### src/rtl/dm_block_copier.sv
// dm_block_copier: block copy / constant fill engine that owns the
// data-memory port while Busy. It copies one word per RD+WR pair, or fills
// one word per WR cycle, in strictly ascending address order.
module dm_block_copier #(
  parameter int AW = 24,
  parameter int DW = 24,
  parameter int CW = 24
) (
  input  logic          Clock,
  input  logic          ResetN,
  input  logic          Start,
  input  logic          Abort,
  input  logic          Mode,
  input  logic [AW-1:0] SrcAddr,
  input  logic [AW-1:0] DstAddr,
  input  logic [CW-1:0] Count,
  input  logic [DW-1:0] FillData,
  output logic [AW-1:0] Adresa,
  output logic [DW-1:0] WriteData,
  output logic          MemWrite,
  output logic          MemRead,
  input  logic [DW-1:0] ReadData,
  output logic          Busy,
  output logic          Done,
  output logic [CW-1:0] WordsDone
);

  typedef enum logic [1:0] {
    IDLE = 2'd0,
    RD   = 2'd1,
    WR   = 2'd2,
    FIN  = 2'd3
  } state_t;

  state_t        state_reg;
  logic          mode_reg;     // 0 = copy, 1 = fill
  logic [AW-1:0] src_ptr_reg;  // address of the next word to read
  logic [AW-1:0] dst_ptr_reg;  // address of the next word to write
  logic [CW-1:0] count_reg;
  logic [DW-1:0] fill_reg;

  logic [CW-1:0] words_next;
  logic          last_word;
  logic [AW-1:0] src_ptr_next;
  logic [AW-1:0] dst_ptr_next;

  // Pointer / counter increments; address arithmetic wraps modulo 2^AW
  always_comb begin
    words_next   = WordsDone + CW'(1);
    last_word    = (words_next == count_reg);
    src_ptr_next = src_ptr_reg + AW'(1);
    dst_ptr_next = dst_ptr_reg + AW'(1);
  end

  // Transfer sequencer. Every port output is a register; the values written
  // on a transition are the ones the memory sees during the state entered.
  // WriteData doubles as the word buffer between RD and WR.
  always_ff @(posedge Clock) begin
    if (!ResetN) begin
      state_reg   <= IDLE;
      mode_reg    <= 1'b0;
      src_ptr_reg <= '0;
      dst_ptr_reg <= '0;
      count_reg   <= '0;
      fill_reg    <= '0;
      Adresa      <= '0;
      WriteData   <= '0;
      MemWrite    <= 1'b0;
      MemRead     <= 1'b0;
      Busy        <= 1'b0;
      Done        <= 1'b0;
      WordsDone   <= '0;
    end else begin
      Done <= 1'b0;
      case (state_reg)
        IDLE: begin
          // Abort beats Start, so a simultaneous pair is simply dropped
          if (Start && !Abort) begin
            mode_reg    <= Mode;
            src_ptr_reg <= SrcAddr;
            dst_ptr_reg <= DstAddr;
            count_reg   <= Count;
            fill_reg    <= FillData;
            WordsDone   <= '0;
            if (Count == '0) begin
              // Empty transfer: straight to completion, no memory access
              state_reg <= FIN;
              Done      <= 1'b1;
            end else if (Mode) begin
              state_reg <= WR;
              Adresa    <= DstAddr;
              WriteData <= FillData;
              MemWrite  <= 1'b1;
              Busy      <= 1'b1;
            end else begin
              state_reg <= RD;
              Adresa    <= SrcAddr;
              MemRead   <= 1'b1;
              Busy      <= 1'b1;
            end
          end
        end

        RD: begin
          if (Abort) begin
            state_reg <= IDLE;
            MemRead   <= 1'b0;
            Busy      <= 1'b0;
          end else begin
            // Read data is combinational from memory; capture it so it is
            // presented as write data in the very next cycle
            state_reg   <= WR;
            WriteData   <= ReadData;
            Adresa      <= dst_ptr_reg;
            src_ptr_reg <= src_ptr_next;
            MemRead     <= 1'b0;
            MemWrite    <= 1'b1;
          end
        end

        WR: begin
          // The write of this cycle lands on this edge even when aborting
          WordsDone   <= words_next;
          dst_ptr_reg <= dst_ptr_next;
          if (Abort) begin
            state_reg <= IDLE;
            MemWrite  <= 1'b0;
            Busy      <= 1'b0;
          end else if (last_word) begin
            state_reg <= FIN;
            MemWrite  <= 1'b0;
            Busy      <= 1'b0;
            Done      <= 1'b1;
          end else if (mode_reg) begin
            Adresa    <= dst_ptr_next;
            WriteData <= fill_reg;
          end else begin
            state_reg <= RD;
            Adresa    <= src_ptr_reg;
            MemWrite  <= 1'b0;
            MemRead   <= 1'b1;
          end
        end

        FIN: begin
          state_reg <= IDLE;
        end

        default: begin
          state_reg <= IDLE;
        end
      endcase
    end
  end

endmodule

### config.mk
export PLATFORM = sky130hd
export DESIGN_NAME = dm_block_copier
export DESIGN_NICKNAME = d
export VERILOG_FILES = /design/src/rtl/dm_block_copier.sv
export SDC_FILE = /design/constraint.sdc
export NUM_CORES = 1
export LEC_CHECK = 0
export CAP_MARGIN = 20
export CORE_UTILIZATION = 53
export CTS_BUF_LIST = sky130_fd_sc_hd__clkbuf_16
export CTS_CLUSTER_SIZE = 40
export DETAILED_ROUTE_END_ITERATION = 12
export PLACE_DENSITY = 0.92
export SYNTH_ARGS = -nofsm -noshare
export SYNTH_HDL_FRONTEND = slang
export SYNTH_SLANG_ARGS = --single-unit
### constraint.sdc
create_clock -name Clock -period 3.9 [get_ports Clock]
set_clock_uncertainty 0.15 [all_clocks]
set_input_delay 0.78 -clock Clock [delete_from_list [all_inputs] [get_ports Clock]]
set_output_delay 0.78 -clock Clock [all_outputs]
set_load 0.02 [all_outputs]
---- Word level (Yosys, flattened, before mapping) ----
Cells that the tools add are included.
word-level totals
  logic and storage cells ................. 105
  output and inout bits ................... 76
  register bits ........................... 175
  input port bits ......................... 125
cells by class
  equal/unequal tests ..................... 16
  add/sub/neg operators ................... 3
  reductions and logical operators ........ 16
  mux-type cells .......................... 57
operators with widths
  cell                   number
  $mux 24                18
  $pmux 24 s2            3
  $pmux 24 s3            2
  $add 24x1->24 const B  3
  $eq 24x24->1           1
  $logic_not 24->1       1
  $mux 1                 22
  $ne 2x2->1 const B     10
  $mux 2                 7
  $reduce_and 6->1       2
  $pmux 1 s3             3
  $pmux 2 s4             1
  $reduce_and 8->1       1
  $reduce_and 7->1       1
  $reduce_and 2->1       3
  $reduce_and 5->1       1
  $eq 2x2->1 const B     2
  $ne 4x4->1 const B     1
  $reduce_bool 2->1      2
  $ne 3x3->1 const B     1
  $reduce_and 3->1       1
  $reduce_bool 3->1      1
  $eq 2x1->1 const B     1
  $logic_not 2->1        1
  other kinds (3)        3

---- Longest topological paths before layout ----
Gate-level depths: netlist of the first run.
  word-level depth ........................ 5
  gate-level depth with buffers ........... 13
  mapped depth without buffers ............ 9

---- Worst setup path after synthesis of the first run ----
No wires, ideal clock.
  path kind ............................... reg-to-reg
  start point ............................. register WordsDone[0]
  end point ............................... register WriteData[10]
  path buffers ............................ 1
  data required time ...................... 3.678 ns
  path slack .............................. 0.748 ns
  data arrival time ....................... 2.931 ns
  cell stages (with the launch flop) ...... 11
  cells stage by stage .................... dfxtp_1 -> ha_1 -> nand3_2 -> or3_4 -> nor4_4 -> o2111ai_2 -> nor4_4 -> a31oi_2 -> o21ai_4 -> buf_12 -> mux2i_1
between the ends
  cells in the longest elaborated chain, start to end .. 4
ends and longest elaborated chain
  item                        RTL line  source
  from (decl)                 25        output logic [CW-1:0] WordsDone
  from (signal assigned)      123       WordsDone <= words_next;
  $add 24x1->24               49        words_next = WordsDone + CW'(1);
  $eq 24x24->1                50        last_word = (words_next == count_reg);
  $ne 2x2->1 (no line)        -
  $reduce_and 8->1 (no line)  -
  to (signal assigned)        92        WriteData <= FillData;
  to (signal assigned)        113       WriteData <= ReadData;
  to (signal assigned)        136       WriteData <= fill_reg;
  to (decl)                   19        output logic [DW-1:0] WriteData,
Every way passes these cells.
A chain may end at the register's enable or synchronous reset.

---- Worst setup path in the final report of the first run ----
  start point ............................. register WordsDone[1]
  end point ............................... register WriteData[19]
The elaborated chain is that of the path after synthesis.

==> metrics.cfg, run 1 <==
[sta]
rsz0062_at_grt=false
maxSlewViolCount=0
period_needed_ns=3.66
relSlewSlack=0.464
whs_ns=0.309
setup_violations=0
worst_slew_pin_slew_ns=0.804
min_period_over_period=0.938
hold_violations=0
setup_tns_ns=0
worst_slack_ns=0.241
fmax_ghz=0.273

[drt]
vias_per_cell=6.43
dr.pass1.iters=8
vias=11800
wire_per_inst_um=19.6
wirelength_mm=36.0
ant_nets=0
drc=0
first_iter_violations=1338

[power]
leakage_uw=0.00476
p_clk_frac=0.222
design_power_total_uw=7860
swShare=0.430
power.switching_uw=3380
power_frac_comb=0.466
ir_drop_mv=0.445
powerDensity_nw_per_um2=583
p_int_uw=4480
seqPwrFrac=0.312

[die]
core_um2=19700
num_io_pins=201
num_rows=51
fp.dieH_um=145
start_util=0.547
dieArea_um2=20900
dieWidth_um=145

[yosys]
synth_commonest_cells=nand2_1, dfxtp_1, a21oi_1
synth-xor-area-share=0.0406
syn_area_um2=10800
synth-edff-count=0
async_flop_share=0
syn_nets=1564
synth_fa_ha_area_frac=0.00812
synth_most_common_cell=nand2_1
synth_area_leaders=dfxtp_1, nand2_1, a21oi_1
synth_top_family_by_area=compound AO/OA/AOI/OAI gates
yosysSeqAreaShare=0.325
ys_types=75
ys_warn_count=0
synth_compound_area_frac=0.264
yosys.area.top_type=dfxtp_1
syn_area_per_cell_um2=7.53
synthSimpleGateAreaFrac=0.246
synth-main-ff-cell=dfxtp_1
synth_cells=1432
synth_top_cell_area_share=0.325
synthMuxAreaShare=0.0538
ys_seq_elements=175

[layout]
nFillCells=1527
synthToLayoutAreaGrowth_pct=25.0
diodes=0
drive_gt1_frac=0.0732
fin_nets=1691
design_area_um2=13500

[placement]
place_area_um2=12900
routabilityCongestion=0.955
dp_hpwl_mm=24.7
place_ws_ns=0.0915
port_buffers=200

[cts]
htreeDepth=4
clk-insertion-delay-late_ns=0.44
cts.sinks=175
clk_pin_slew_ns=0.07
numCtsBuffers=17
cts_hold_buf=0
cts-root-buf=clkbuf_16
cts_tree=done
clock_path_buffers=2

[worst_setup_path]
arrival_ns=3.87
end_kind=register
path_buf_inv=1
cp_common_cell=nor4_4
cp-start-kind=register
crit_path_max_incr_delay_ns=0.58
crit_fanout=12
path_cells=ha_1 > nand3_2 > buf_4 > nor4_4 > xnor2_1 > o21bai_1 > nor4_4 > a31oi_2 > o21ai_4 > mux2i_1
worst-setup-path-type=reg2reg
critPathRequiredTime_ns=4.11
slowest_stage=o21ai_4
path_delay_family=compound AO/OA/AOI/OAI gates

[global_routing]
overflow=0
grt_pass1_wl_mm=55.5
grt_max_degree=56
grt_pass1_vias=11000
antenna_found_initial=0
grt_use_total=0.340

[hold_path]
min_path_type=reg2reg

[run]
drv_cap=0

[outcome]
status=finished clean

-- cell usage in the layout, fill, tap and decap left out, types with 18 or more instances in the layout --
cell type | synthesis | final
a211oi_1 | 26 | 26
a21oi_1 | 166 | 165
a221o_1 | 27 | 27
and2_1 | 18 | 18
buf_4 | 3 | 35
clkdlybuf4s50_1 | 0 | 198
dfxtp_1 | 175 | 175
inv_1 | 32 | 31
mux2i_1 | 49 | 49
nand2_1 | 226 | 226
nand3_1 | 36 | 36
nand4_1 | 19 | 19
nor2_1 | 101 | 101
nor2b_1 | 19 | 19
nor3_1 | 45 | 44
o211ai_1 | 46 | 46
o21ai_0 | 68 | 67
o22ai_1 | 19 | 19
xnor2_1 | 40 | 40
-- repair_timing --
item / CTS / global route
gates resized for setup: 0 / 2
setup endpoints to repair: 0 / 24
setup buffers: 0 / 0
-- layer usage --
metal / wire [µm] / track usage / part of all wire
met4: 2060 / 0.208 / 0.057
met3: 3430 / 0.0550 / 0.095
met5: 0 / 0 / 0
met2: 16800 / 0.558 / 0.47
met1: 13700 / 0.417 / 0.38
-- path summary, 6_finish.rpt --
kind,start,endpoint,slack [ns],depth (start not counted)
max,WordsDone[1],WriteData[19],0.24,10
min,fill_reg[19],fill_reg[19],0.31,2
max reg2reg,WordsDone[1],WriteData[19],0.24,10
min reg2reg,fill_reg[19],fill_reg[19],0.31,2
-- worst register-to-register path: stages, from the launching register on --
cell      delay, ns
dfxtp_1        0.42
ha_1           0.31
nand3_2        0.19
buf_4          0.24
nor4_4         0.43
xnor2_1        0.17
o21bai_1       0.21
nor4_4         0.34
a31oi_2        0.27
o21ai_4        0.58
mux2i_1        0.29
-- power groups by stage --
stage	logic (µW)	clock network (µW)	registers (µW)
final	3670	1740	2460
after detailed placement	3550	0	2470
after CTS	3570	1750	2440
after global placement	3470	0	2460
after floorplan	2210	0	2600
after global routing	3930	1830	2490
-- through the flow --
stage,instances,utilization
2_1_floorplan,1432,-
3_3_place_gp,1804,0.652
5_1_grt,1837,0.684
6_report,1837,0.684
4_1_cts,1836,0.683
3_5_place_dp,1804,0.652
-- final cells by class --
| cell class | instances | area [µm²] | share of cell area |
|---|---|---|---|
| Sequential cell | 175 | 3500 | 0.260 |
| Clock inverter | 15 | 174 | 0.0129 |
| Tap cell | 265 | 332 | 0.0246 |
| Clock buffer | 17 | 425 | 0.0316 |
| Inverter | 35 | 133 | 0.00984 |
| Multi-Input combinational cell | 1095 | 6650 | 0.493 |
| Timing Repair Buffer | 235 | 2270 | 0.168 |
-- logic make-up (layout without fill, tap and decap cells) --
group           after synthesis  count (layout)
flops                       175             175
fa+ha+maj                     7               7
buf+inv                     163             302
mux                          57              57
simple gates                543             543
xor+xnor                     50              50
compound gates              437             438
No activity file was read; power rests on OpenSTA's default activity.
==> run 2: changes to the inputs <==
--- a/config.mk
+++ b/config.mk
@@ -6,6 +6,7 @@
 export NUM_CORES = 1
 export LEC_CHECK = 0
 export CAP_MARGIN = 20
+export CORE_MARGIN = 5
 export CORE_UTILIZATION = 53
 export CTS_BUF_LIST = sky130_fd_sc_hd__clkbuf_16
 export CTS_CLUSTER_SIZE = 40
==> metrics.cfg, run 2 (synthesis gave the netlist of run 1 again) <==
[worst_setup_path]
r2r_setup_slack_ns=0.36
end_kind=register
path_delay_family=compound AO/OA/AOI/OAI gates
cp-start-kind=register
worst-setup-path-type=reg2reg
path_cells=ha_1 > nand3_2 > buf_4 > nor4_4 > xnor2_1 > o32a_1 > o21ai_2 > a41oi_2 > o21ai_2 > buf_4 > mux2i_1
crit_fanout=22
crit_path_max_incr_delay_ns=0.56
critPathRequiredTime_ns=4.11
slowest_stage=nor4_4
path_buf_inv=2
arrival_ns=3.75

[global_routing]
grt_use_total=0.298
antenna_found_initial=1
grt_pass1_vias=11100
overflow=0
grt_pass1_wl_mm=57.5
grt_max_degree=81

[hold_path]
min_path_type=reg2reg

[outcome]
status=finished clean

[run]
drv_cap=0

[sta]
relSlewSlack=0.316
hold_violations=0
setup_tns_ns=0
maxSlewViolCount=0
worst_slew_pin_slew_ns=1.02
min_period_over_period=0.909
period_needed_ns=3.54
rsz0062_at_grt=false
setup_violations=0
fmax_ghz=0.282
whs_ns=0.310

[die]
dieWidth_um=153
num_io_pins=201
dieArea_um2=23300
num_rows=52
core_um2=20100
fp.dieH_um=153
start_util=0.536

[cts]
clock_path_buffers=2
cts_tree=done
cts_hold_buf=0
htreeDepth=4
clk-insertion-delay-late_ns=0.44
clk_pin_slew_ns=0.08
numCtsBuffers=17
post_cts.repair.setup_buffers=0
cts-root-buf=clkbuf_16
cts_resized=0
cts.sinks=175

[layout]
final_common_cell=nand2_1
diodes=0
synthToLayoutAreaGrowth_pct=25.1
drive_gt1_frac=0.0720
fin_nets=1688
layout_common_cells=nand2_1, clkdlybuf4s50_1, dfxtp_1

[drt]
ant_nets=0
wire_per_inst_um=19.8
vias_per_cell=6.39
drc=0
vias=11800
dr.pass1.iters=5
first_iter_violations=1090
wirelength_mm=36.4

[power]
leakage_uw=0.00475
powerDensity_nw_per_um2=586
ir_drop_mv=0.452

[placement]
routabilityCongestion=0.963
dp_hpwl_mm=25.6
port_buffers=200

==> run 2: worst register-to-register path, delay by kind of cell (launching register included) <==
| kind | cells | cell delay [ns] |
|---|---|---|
| AO/OA/AOI/OAI | 4 | 0.89 |
| buffers and inverters | 2 | 0.53 |
| multiplexers | 1 | 0.24 |
| adder cells (fa/ha/maj) | 1 | 0.31 |
| XOR/XNOR | 1 | 0.12 |
| AND/OR/NAND/NOR | 2 | 0.73 |
| flip-flops | 1 | 0.49 |
==> run 2: cell type report <==
cell class	instances	area [µm²]
Clock buffer	17	425
Clock inverter	15	196
Fill cell	1634	6610
Inverter	35	133
Multi-Input combinational cell	1094	6620
Sequential cell	175	3500
Tap cell	270	338
Timing Repair Buffer	233	2270
==> run 2: where the power goes <==
part           internal, µW  total, µW  switching [µW]
Clock                   981       1800             824
Combinational          1430       3640            2210
Sequential             2140       2460             322
Total                  4550       7910            3360
==> run 2: through the flow <==
| step | setup WS [ns] | instances | area (µm²) | power (µW) | util |
|---|---|---|---|---|---|
| final | 0.355 | 1839 | 13500 | 7910 | 0.671 |
| after global routing | 0.0515 | 1839 | 13500 | 8310 | 0.671 |
| after CTS | 0.311 | 1839 | 13500 | 7860 | 0.671 |
| after detailed placement | 0.325 | 1807 | 12900 | 6050 | 0.640 |
| after global placement | 0.435 | 1807 | 12900 | 5950 | 0.640 |
| after floorplan | 0.748 | 1432 | 10800 | 4810 | - |
==> run 2: final timing paths <==
check / startpoint / to / cells after the start
worst min register to register: fill_reg[12] / fill_reg[12] / 2
worst max-delay path: WordsDone[0] / Adresa[23] / 11
worst min-delay path: fill_reg[12] / fill_reg[12] / 2
worst max register to register: WordsDone[0] / Adresa[23] / 11
==> run 2: routing by layer <==
layer | wire, µm | GRT usage | vias up
met5 | 13 | 0 | -
met4 | 2490 | 0.178 | 2
met3 | 3230 | 0.0608 | 170
met2 | 16900 | 0.483 | 691
met1 | 13800 | 0.364 | 5459
li1 | - | - | 5437
